===== config.mk =====
export PLATFORM = sky130hd
export DESIGN_NAME = serial_deframer
export DESIGN_NICKNAME = d
export VERILOG_FILES = /design/src/rtl/deframer_pkg.sv /design/src/rtl/deframer_outbuf.sv /design/src/rtl/serial_deframer.sv
export SDC_FILE = /design/constraint.sdc
export NUM_CORES = 1
export LEC_CHECK = 0
export BUFFER_PORTS_ARGS = -buffer_cell sky130_fd_sc_hd__clkbuf_2
export CAP_MARGIN = 20
export CORE_UTILIZATION = 37
export DETAILED_ROUTE_END_ITERATION = 6
export PLACE_DENSITY_LB_ADDON = 0.12
export SETUP_SLACK_MARGIN = 0.1
export SLEW_MARGIN = 20
export SYNTH_ARGS = -nofsm -noshare
export SYNTH_HDL_FRONTEND = slang
export SYNTH_SLANG_ARGS = --single-unit

===== constraint.sdc =====
create_clock -name Clk -period 1.3 [get_ports Clk]
set_input_delay 0.195 -clock Clk [delete_from_list [all_inputs] [get_ports Clk]]
set_output_delay 0.195 -clock Clk [all_outputs]
set_load 0.1 [all_outputs]

===== src/rtl/deframer_pkg.sv =====
// Shared types and constants for the serial deframer.
// PARITY_EN adds one even-parity bit to every frame.
package deframer_pkg;

    typedef enum logic {
        COLLECT = 1'b0,
        PARITY  = 1'b1
    } collect_state_t;

    localparam int DATA_W_DEFAULT = 8;

`ifdef PARITY_EN
    localparam int PARITY_BITS = 1;
`else
    localparam int PARITY_BITS = 0;
`endif

    localparam int FRAME_LEN_DEFAULT = DATA_W_DEFAULT + PARITY_BITS;

    function automatic int frame_len(input int data_w);
        return data_w + PARITY_BITS;
    endfunction

endpackage


===== src/rtl/deframer_outbuf.sv =====
// One-entry valid/ready holding register for completed words.
// A completion that finds the entry occupied and not draining is dropped and flagged sticky.
module deframer_outbuf
    import deframer_pkg::*;
#(
    parameter int DATA_W = DATA_W_DEFAULT
) (
    input  logic              Clk,
    input  logic              nReset,
    input  logic              Clr,
    input  logic              Load,
    input  logic [DATA_W-1:0] LoadWord,
    input  logic              LoadPerr,
    input  logic              Ready,
    output logic [DATA_W-1:0] Dout,
    output logic              Valid,
    output logic              ParityErr,
    output logic              Overrun
);

    always_ff @(posedge Clk or negedge nReset) begin
        if (!nReset) begin
            Dout      <= '0;
            Valid     <= 1'b0;
            ParityErr <= 1'b0;
            Overrun   <= 1'b0;
        end else if (Clr) begin
            // Dout is deliberately left alone on a flush
            Valid   <= 1'b0;
            Overrun <= 1'b0;
        end else if (Load) begin
            if (!Valid || Ready) begin
                Dout      <= LoadWord;
                ParityErr <= LoadPerr;
                Valid     <= 1'b1;
            end else begin
                Overrun <= 1'b1;
            end
        end else if (Valid && Ready) begin
            Valid <= 1'b0;
        end
    end

endmodule


===== src/rtl/serial_deframer.sv =====
// Serial-in, parallel-out receiver: LSB-first bit collection into a one-entry output buffer.
// Define PARITY_EN to append an even-parity bit to each frame and make ParityErr live.
//
// state   | meaning
// COLLECT | shifting in data bits, BitCnt counts them
// PARITY  | all data bits held, next sampled bit is the parity bit
module serial_deframer
    import deframer_pkg::*;
#(
    parameter int DATA_W = DATA_W_DEFAULT
) (
    input  logic                        Clk,
    input  logic                        nReset,
    input  logic                        Clr,
    input  logic                        ShiftEn,
    input  logic                        Sin,
    input  logic                        Ready,
    output logic [DATA_W-1:0]           Dout,
    output logic                        Valid,
    output logic                        ParityErr,
    output logic                        Overrun,
    output logic [$clog2(DATA_W+2)-1:0] BitCnt
);

    localparam int CNT_W = $clog2(DATA_W + 2);
    localparam int FRAME_LEN = frame_len(DATA_W);
    localparam logic [CNT_W-1:0] LAST_BIT = CNT_W'(FRAME_LEN - 1);

    logic [CNT_W-1:0]  bit_cnt;
    logic [CNT_W-1:0]  bit_cnt_nxt;
    logic              sample;
    logic              complete;
    logic [DATA_W-1:0] word;
    logic              word_perr;

    assign sample = ShiftEn & ~Clr;

`ifdef PARITY_EN
    collect_state_t    state;
    collect_state_t    state_nxt;
    logic [DATA_W-1:0] shreg;

    always_ff @(posedge Clk or negedge nReset) begin
        if (!nReset) begin
            state   <= COLLECT;
            bit_cnt <= '0;
            shreg   <= '0;
        end else begin
            state   <= state_nxt;
            bit_cnt <= bit_cnt_nxt;
            if (Clr) begin
                shreg <= '0;
            end else if (sample && state == COLLECT) begin
                shreg <= {Sin, shreg[DATA_W-1:1]};
            end
        end
    end

    always_comb begin
        state_nxt   = state;
        bit_cnt_nxt = bit_cnt;
        complete    = 1'b0;
        word        = shreg;
        word_perr   = ^{shreg, Sin};
        if (Clr) begin
            state_nxt   = COLLECT;
            bit_cnt_nxt = '0;
        end else if (ShiftEn) begin
            case (state)
                COLLECT: begin
                    bit_cnt_nxt = bit_cnt + CNT_W'(1);
                    if (bit_cnt == LAST_BIT - CNT_W'(1)) begin
                        state_nxt = PARITY;
                    end
                end
                PARITY: begin
                    complete    = 1'b1;
                    bit_cnt_nxt = '0;
                    state_nxt   = COLLECT;
                end
                default: state_nxt = COLLECT;
            endcase
        end
    end
`else
    // Only DATA_W-1 bits are stored; the final bit joins straight from Sin on completion.
    logic [DATA_W-2:0] shreg;

    assign word      = {Sin, shreg};
    assign word_perr = 1'b0;

    always_ff @(posedge Clk or negedge nReset) begin
        if (!nReset) begin
            bit_cnt <= '0;
            shreg   <= '0;
        end else begin
            bit_cnt <= bit_cnt_nxt;
            if (Clr) begin
                shreg <= '0;
            end else if (sample) begin
                shreg <= word[DATA_W-1:1];
            end
        end
    end

    always_comb begin
        bit_cnt_nxt = bit_cnt;
        complete    = 1'b0;
        if (Clr) begin
            bit_cnt_nxt = '0;
        end else if (ShiftEn) begin
            if (bit_cnt == LAST_BIT) begin
                complete    = 1'b1;
                bit_cnt_nxt = '0;
            end else begin
                bit_cnt_nxt = bit_cnt + CNT_W'(1);
            end
        end
    end
`endif

    assign BitCnt = bit_cnt;

    deframer_outbuf #(
        .DATA_W (DATA_W)
    ) u_outbuf (
        .Clk       (Clk),
        .nReset    (nReset),
        .Clr       (Clr),
        .Load      (complete),
        .LoadWord  (word),
        .LoadPerr  (word_perr),
        .Ready     (Ready),
        .Dout      (Dout),
        .Valid     (Valid),
        .ParityErr (ParityErr),
        .Overrun   (Overrun)
    );

endmodule


---- Yosys cells after proc, flatten, opt, wreduce, memory -nomap -nowiden ----
Index checks and enable logic that the tools add are counted.
storage, ports and cells
  latch bits .............................. 0
  input port bits ......................... 6
  memories ................................ 0
  memory bits (read-only) ................. 0
  RAM bits ................................ 0
  register bits ........................... 21
cells by class
  equality and inequality tests ........... 3
  divide/modulo/power cells ............... 0
  bitwise logic cells ..................... 2
  $mul .................................... 0
  muxes and demuxes ....................... 15
  add/sub/neg operators ................... 1
  $lt $le $gt $ge ......................... 0
  reductions and logical operators ........ 10
  shift-type cells ........................ 0
operators by type and width
  cell                 number
  $mux 7               2
  $mux 4               3
  $mux 1               10
  $reduce_bool 2->1    3
  $add 4x1->4 const B  1
  $eq 4x3->1 const B   1
  $reduce_and 2->1     2
  $ne 3x2->1 const B   1
  $reduce_and 3->1     1
  $reduce_bool 3->1    1
  $ne 2x2->1 const B   1
  $and 1x1->1          1
  $logic_and 1x1->1    1
  $logic_not 1->1      1
  $logic_or 1x1->1     1
  $not 1->1            1

---- Logic depth before layout (Yosys ltp) ----
  word-level depth ........................ 6
  gate-level depth with buffers ........... 4

---- Modules after synthesis ----
A second synthesis with hierarchy kept.
second synthesis, totals
  cells, all modules ...................... 70
  area total of the unflattened synthesis .. 938.4 µm²
by module, submodules not included
  module           sequential area each (µm²)  cells an instance  times used  area each (µm²)
  serial_deframer  275.3                       43                 1           508.0
  deframer_outbuf  275.3                       27                 1           430.4

---- Worst setup path before layout ----
Ideal clock, no wire load.
  path type ............................... reg-to-reg
  start point ............................. register bit_cnt[2] (netlist: BitCnt[2])
  end point ............................... register u_outbuf.Dout[0]
  arrival ................................. 1.822 ns
  setup slack ............................. -0.648 ns
  stages on the path, launching flop included .. 4
  required time ........................... 1.174 ns
  buffers on the path ..................... 0
  path through ............................ dfrtp_1 > nor3b_2 > nand4_4 > mux2_2
on the way
  longest elaborated chain between the ends .. 5
ends and longest elaborated chain
  element                     line                    RTL
  from (decl)                 serial_deframer.sv:29   logic [CNT_W-1:0] bit_cnt;
  from (signal assigned)      serial_deframer.sv:97   bit_cnt <= bit_cnt_nxt;
  $eq 4x3->1                  serial_deframer.sv:112  if (bit_cnt == LAST_BIT) begin
  $mux 1                      serial_deframer.sv:112
  $mux 1                      serial_deframer.sv:111  end else if (ShiftEn) begin
  $mux 1                      serial_deframer.sv:109  if (Clr) begin
  $reduce_and 3->1 (no line)  -
  to (signal assigned)        deframer_outbuf.sv:33   Dout <= LoadWord;
  to (decl)                   deframer_outbuf.sv:15   output logic [DATA_W-1:0] Dout,
Every way passes these cells.
A chain may end at the register's enable or synchronous reset.

---- Final worst setup path ----
  start point ............................. register bit_cnt[1] (netlist: BitCnt[1])
  end point ............................... register u_outbuf.Dout[6]
The elaborated chain is that of the path after synthesis.

==> summary.txt <==
Synthesis
  • Async SR Flop Fraction: 100%
  • Cell area after synthesis: 890 um2
  • Synth Net Count: 76
  • Post-synthesis cell type count: 24
  • Main synth FF type: dfrtp_1
  • Post-synth EDFFs: 0
  • #FFs+latches synth: 21
  • Number of synthesis warnings: 0
  • Syn avg cell area: 12.9 um2
  • Seq/Total Area, Yosys: 59.1%
  • Synth Instances: 69

Place
  • Hpwl dp: 1.18 mm
  • Post-DP Area: 0.00131 mm2
  • IO buf count: 19
  • Placed insts: 120
  • Placer Congestion: 0.692

STA
  • Tightest Pin Transition: 512 ps
  • RSZ-0062 raised after global routing: true
  • Final worst slack: -27.1 ps
  • Setup TNS after final layout: -173 ps
  • Fin. Hold Viols: 0
  • Clock skew: 5.87 ps
  • Max Slew Vio Count: 0
  • Fmax: 754 MHz
  • Slew margin rel.: 65.9%
  • Fin crit share: 102%
  • Final setup viols: 9
  • Final min period: 1330 ps

Power and ir drop
  • Comb pwr share: 14.3%
  • Maximum vdd drop: 0.592 mV
  • Leak: 0.640 nW
  • Sequential share of power: 58.6%
  • Clk pwr share: 27.1%
  • Sw frac: 26.6%
  • Power Density: 824 mW/mm2
  • Cell internal pwr: 845 uW
  • Psw: 307 uW
  • Total Power: 1.15 mW

Hold path
  • Hold_sp: Sin
  • Hold path cells: 2
  • Worst Hold Path EP: u_outbuf.Dout[7]
  • Hold Crit Class: primary input to register

Global route
  • Largest net degree at the start of global routing: 22
  • Antenna violations before repair: 0
  • GRT Total Usage: 14.9%
  • GRT overflow: 0
  • First-pass GRT wire length: 2.86 mm
  • Vias in the first global route: 642

Setup path
  • Reg2reg path depth: 3
  • CP required: 1490 ps
  • Critical path's top delay family: flip-flops
  • Slowest CP cell: dfrtp_4
  • CP max FO: 8
  • Crit path DAT: 1520 ps
  • Kind of critical path: register to register
  • Reg2reg end: u_outbuf.Dout[6]
  • Critical-path cell list: ha_4 > nand4_4 > mux2_2
  • CP Launch Type: register
  • Worst Path Buf+Inv: 0
  • Crit-path max cell delay: 520 ps
  • Critical R2R Launch: BitCnt[1]
  • Worst Setup End Kind: register
  • Reg2Reg Setup Slack: -30 ps

Clock network
  • CTS root buffer: clkbuf_4
  • Clock latency on the worst-skew pair: 300 ps
  • Clock-pin slew on the worst setup and hold paths: 110 ps
  • CTS HTree Levels: 1
  • Clock Path Buffers: 2
  • Number of clock sinks: 21
  • TritonCTS buffer count: 3
  • CTS tree: yes

Die
  • DIE WIDTH: 51.0 um
  • I/O pins: 21
  • Initial Utilization: 39.8%
  • DIE AREA: 0.00260 mm2
  • Total core area: 0.00223 mm2
  • Die Y: 51.0 um
  • Num rows: 17

Layout
  • Ant diodes: 0
  • # fillers: 193
  • Layout area overhead: 57.2%
  • Nets: 109
  • Post-route insts no fill: 129
  • Utilization after layout: 62.6%
  • Layout cells sized above 1: 55.4%
  • Register area: 543 um2
  • Multi-input logic area: 370 um2
  • Design area: 0.00140 mm2

Routing
  • Post-route ant nets: 0
  • DR iter-0 viols: 5
  • Final WL: 1.64 mm
  • Vias per cell: 4.84
  • WL/cell: 12.7 um
  • Via count: 625
  • DRC errors left: 0
  • DRT Pass-1 Iters: 2

Job
  • Max-Cap Viols: 0

Status
  • Failing checks: setup timing
  • Run status: finished with violations
[cell usage in the layout, fill, tap and decap left out, types with 2 or more instances in the layout]
cell type	synthesis	routed
a21oi_2	0	2
mux2i_1	8	8
mux2_2	8	8
buf_12	0	14
dfrtp_1	21	15
buf_4	1	9
clkbuf_2	1	5
dfrtp_4	0	4
buf_6	0	3
dfrtp_2	0	2
nor2_1	9	9
clkbuf_4	0	3
nand3b_1	2	2
[worst reg2reg max path, delay by kind of cell, from the launching register on]
kind          cells  cell delay, ps
flops             1             520
mux               1             350
fa+ha+maj         1             190
simple gates      1             160
[cell families (layout without fill, tap and decap cells)]
group	count (synthesis)	after routing	synth area share, %
mux	16	16	19.1
buf+inv	5	37	2.81
other cells	1	1	0.422
simple gates	20	20	13.8
compound gates	4	4	2.39
xor+xnor	1	1	0.985
fa+ha+maj	1	1	1.41
flops	21	21	59.1
[state kept, by name, summed over array words and instances, names as in the netlist]
register and count:
u_outbuf.Dout 8, shreg 7, BitCnt 4, u_outbuf.Overrun 1, u_outbuf.Valid 1
[area by class of cell]
type,instances,area share [%]
Multi-Input combinational cell,43,26.5
Inverter,1,0.268
Clock inverter,1,0.537
Timing Repair Buffer,32,29.8
Tap cell,28,2.50
Clock buffer,3,1.61
Sequential cell,21,38.8
[cells in the mapped netlist (2+ instances only)]
cell type	instances	area (um2)
a21oi_1	2	10.0
dfrtp_1	21	526
mux2_2	8	90.1
mux2i_1	8	80.1
nand2_1	2	7.51
nand3b_1	2	15.0
nor2_1	9	33.8
[power by group through the flow]
stage | Clock, mW | Combinational [mW] | Sequential [mW]
after floorplan | 0 | 0.0511 | 0.724
after global placement | 0 | 0.153 | 0.686
after detailed placement | 0 | 0.154 | 0.687
after CTS | 0.335 | 0.166 | 0.675
after global routing | 0.362 | 0.178 | 0.676
final | 0.312 | 0.165 | 0.675
[worst max path at each step]
stage,start,to,slack (ps),cells past startpoint
floorplan,u_outbuf.Valid,u_outbuf.Dout[0],-220,3
global placement,u_outbuf.Valid,u_outbuf.Dout[5],-3,3
detailed placement,BitCnt[3],u_outbuf.Dout[6],-20,3
CTS,BitCnt[0],u_outbuf.Dout[7],-30,3
global route,BitCnt[0],u_outbuf.Dout[6],-60,3
finish,BitCnt[1],u_outbuf.Dout[6],-30,3
[layer usage]
metal,up-vias,GRT usage (%),part of all wire (%)
met4,0,6.94,0.61
met1,311,19.8,45
met5,-,0,0
li1,301,-,-
met2,11,23.9,51
met3,2,1.79,3.4
[stage by stage]
stage	setup slack (ps)	hold slack [ps]
floorplan	-220	-101
global route	-60.7	132
finish	-27.1	140
CTS	-32.0	130
detailed placement	-23.0	194
global placement	-2.60	194
[what timing repair did]
action / CTS / global route
endpoints found under the hold margin: 21 / 0
endpoints found under the setup margin: 14 / 16
setup buffers: 4 / 0
pin swaps: 3 / 1
hold buffers: 1 / 0
gates resized for setup: 3 / 2
No activity file was read; power rests on OpenSTA's default activity.
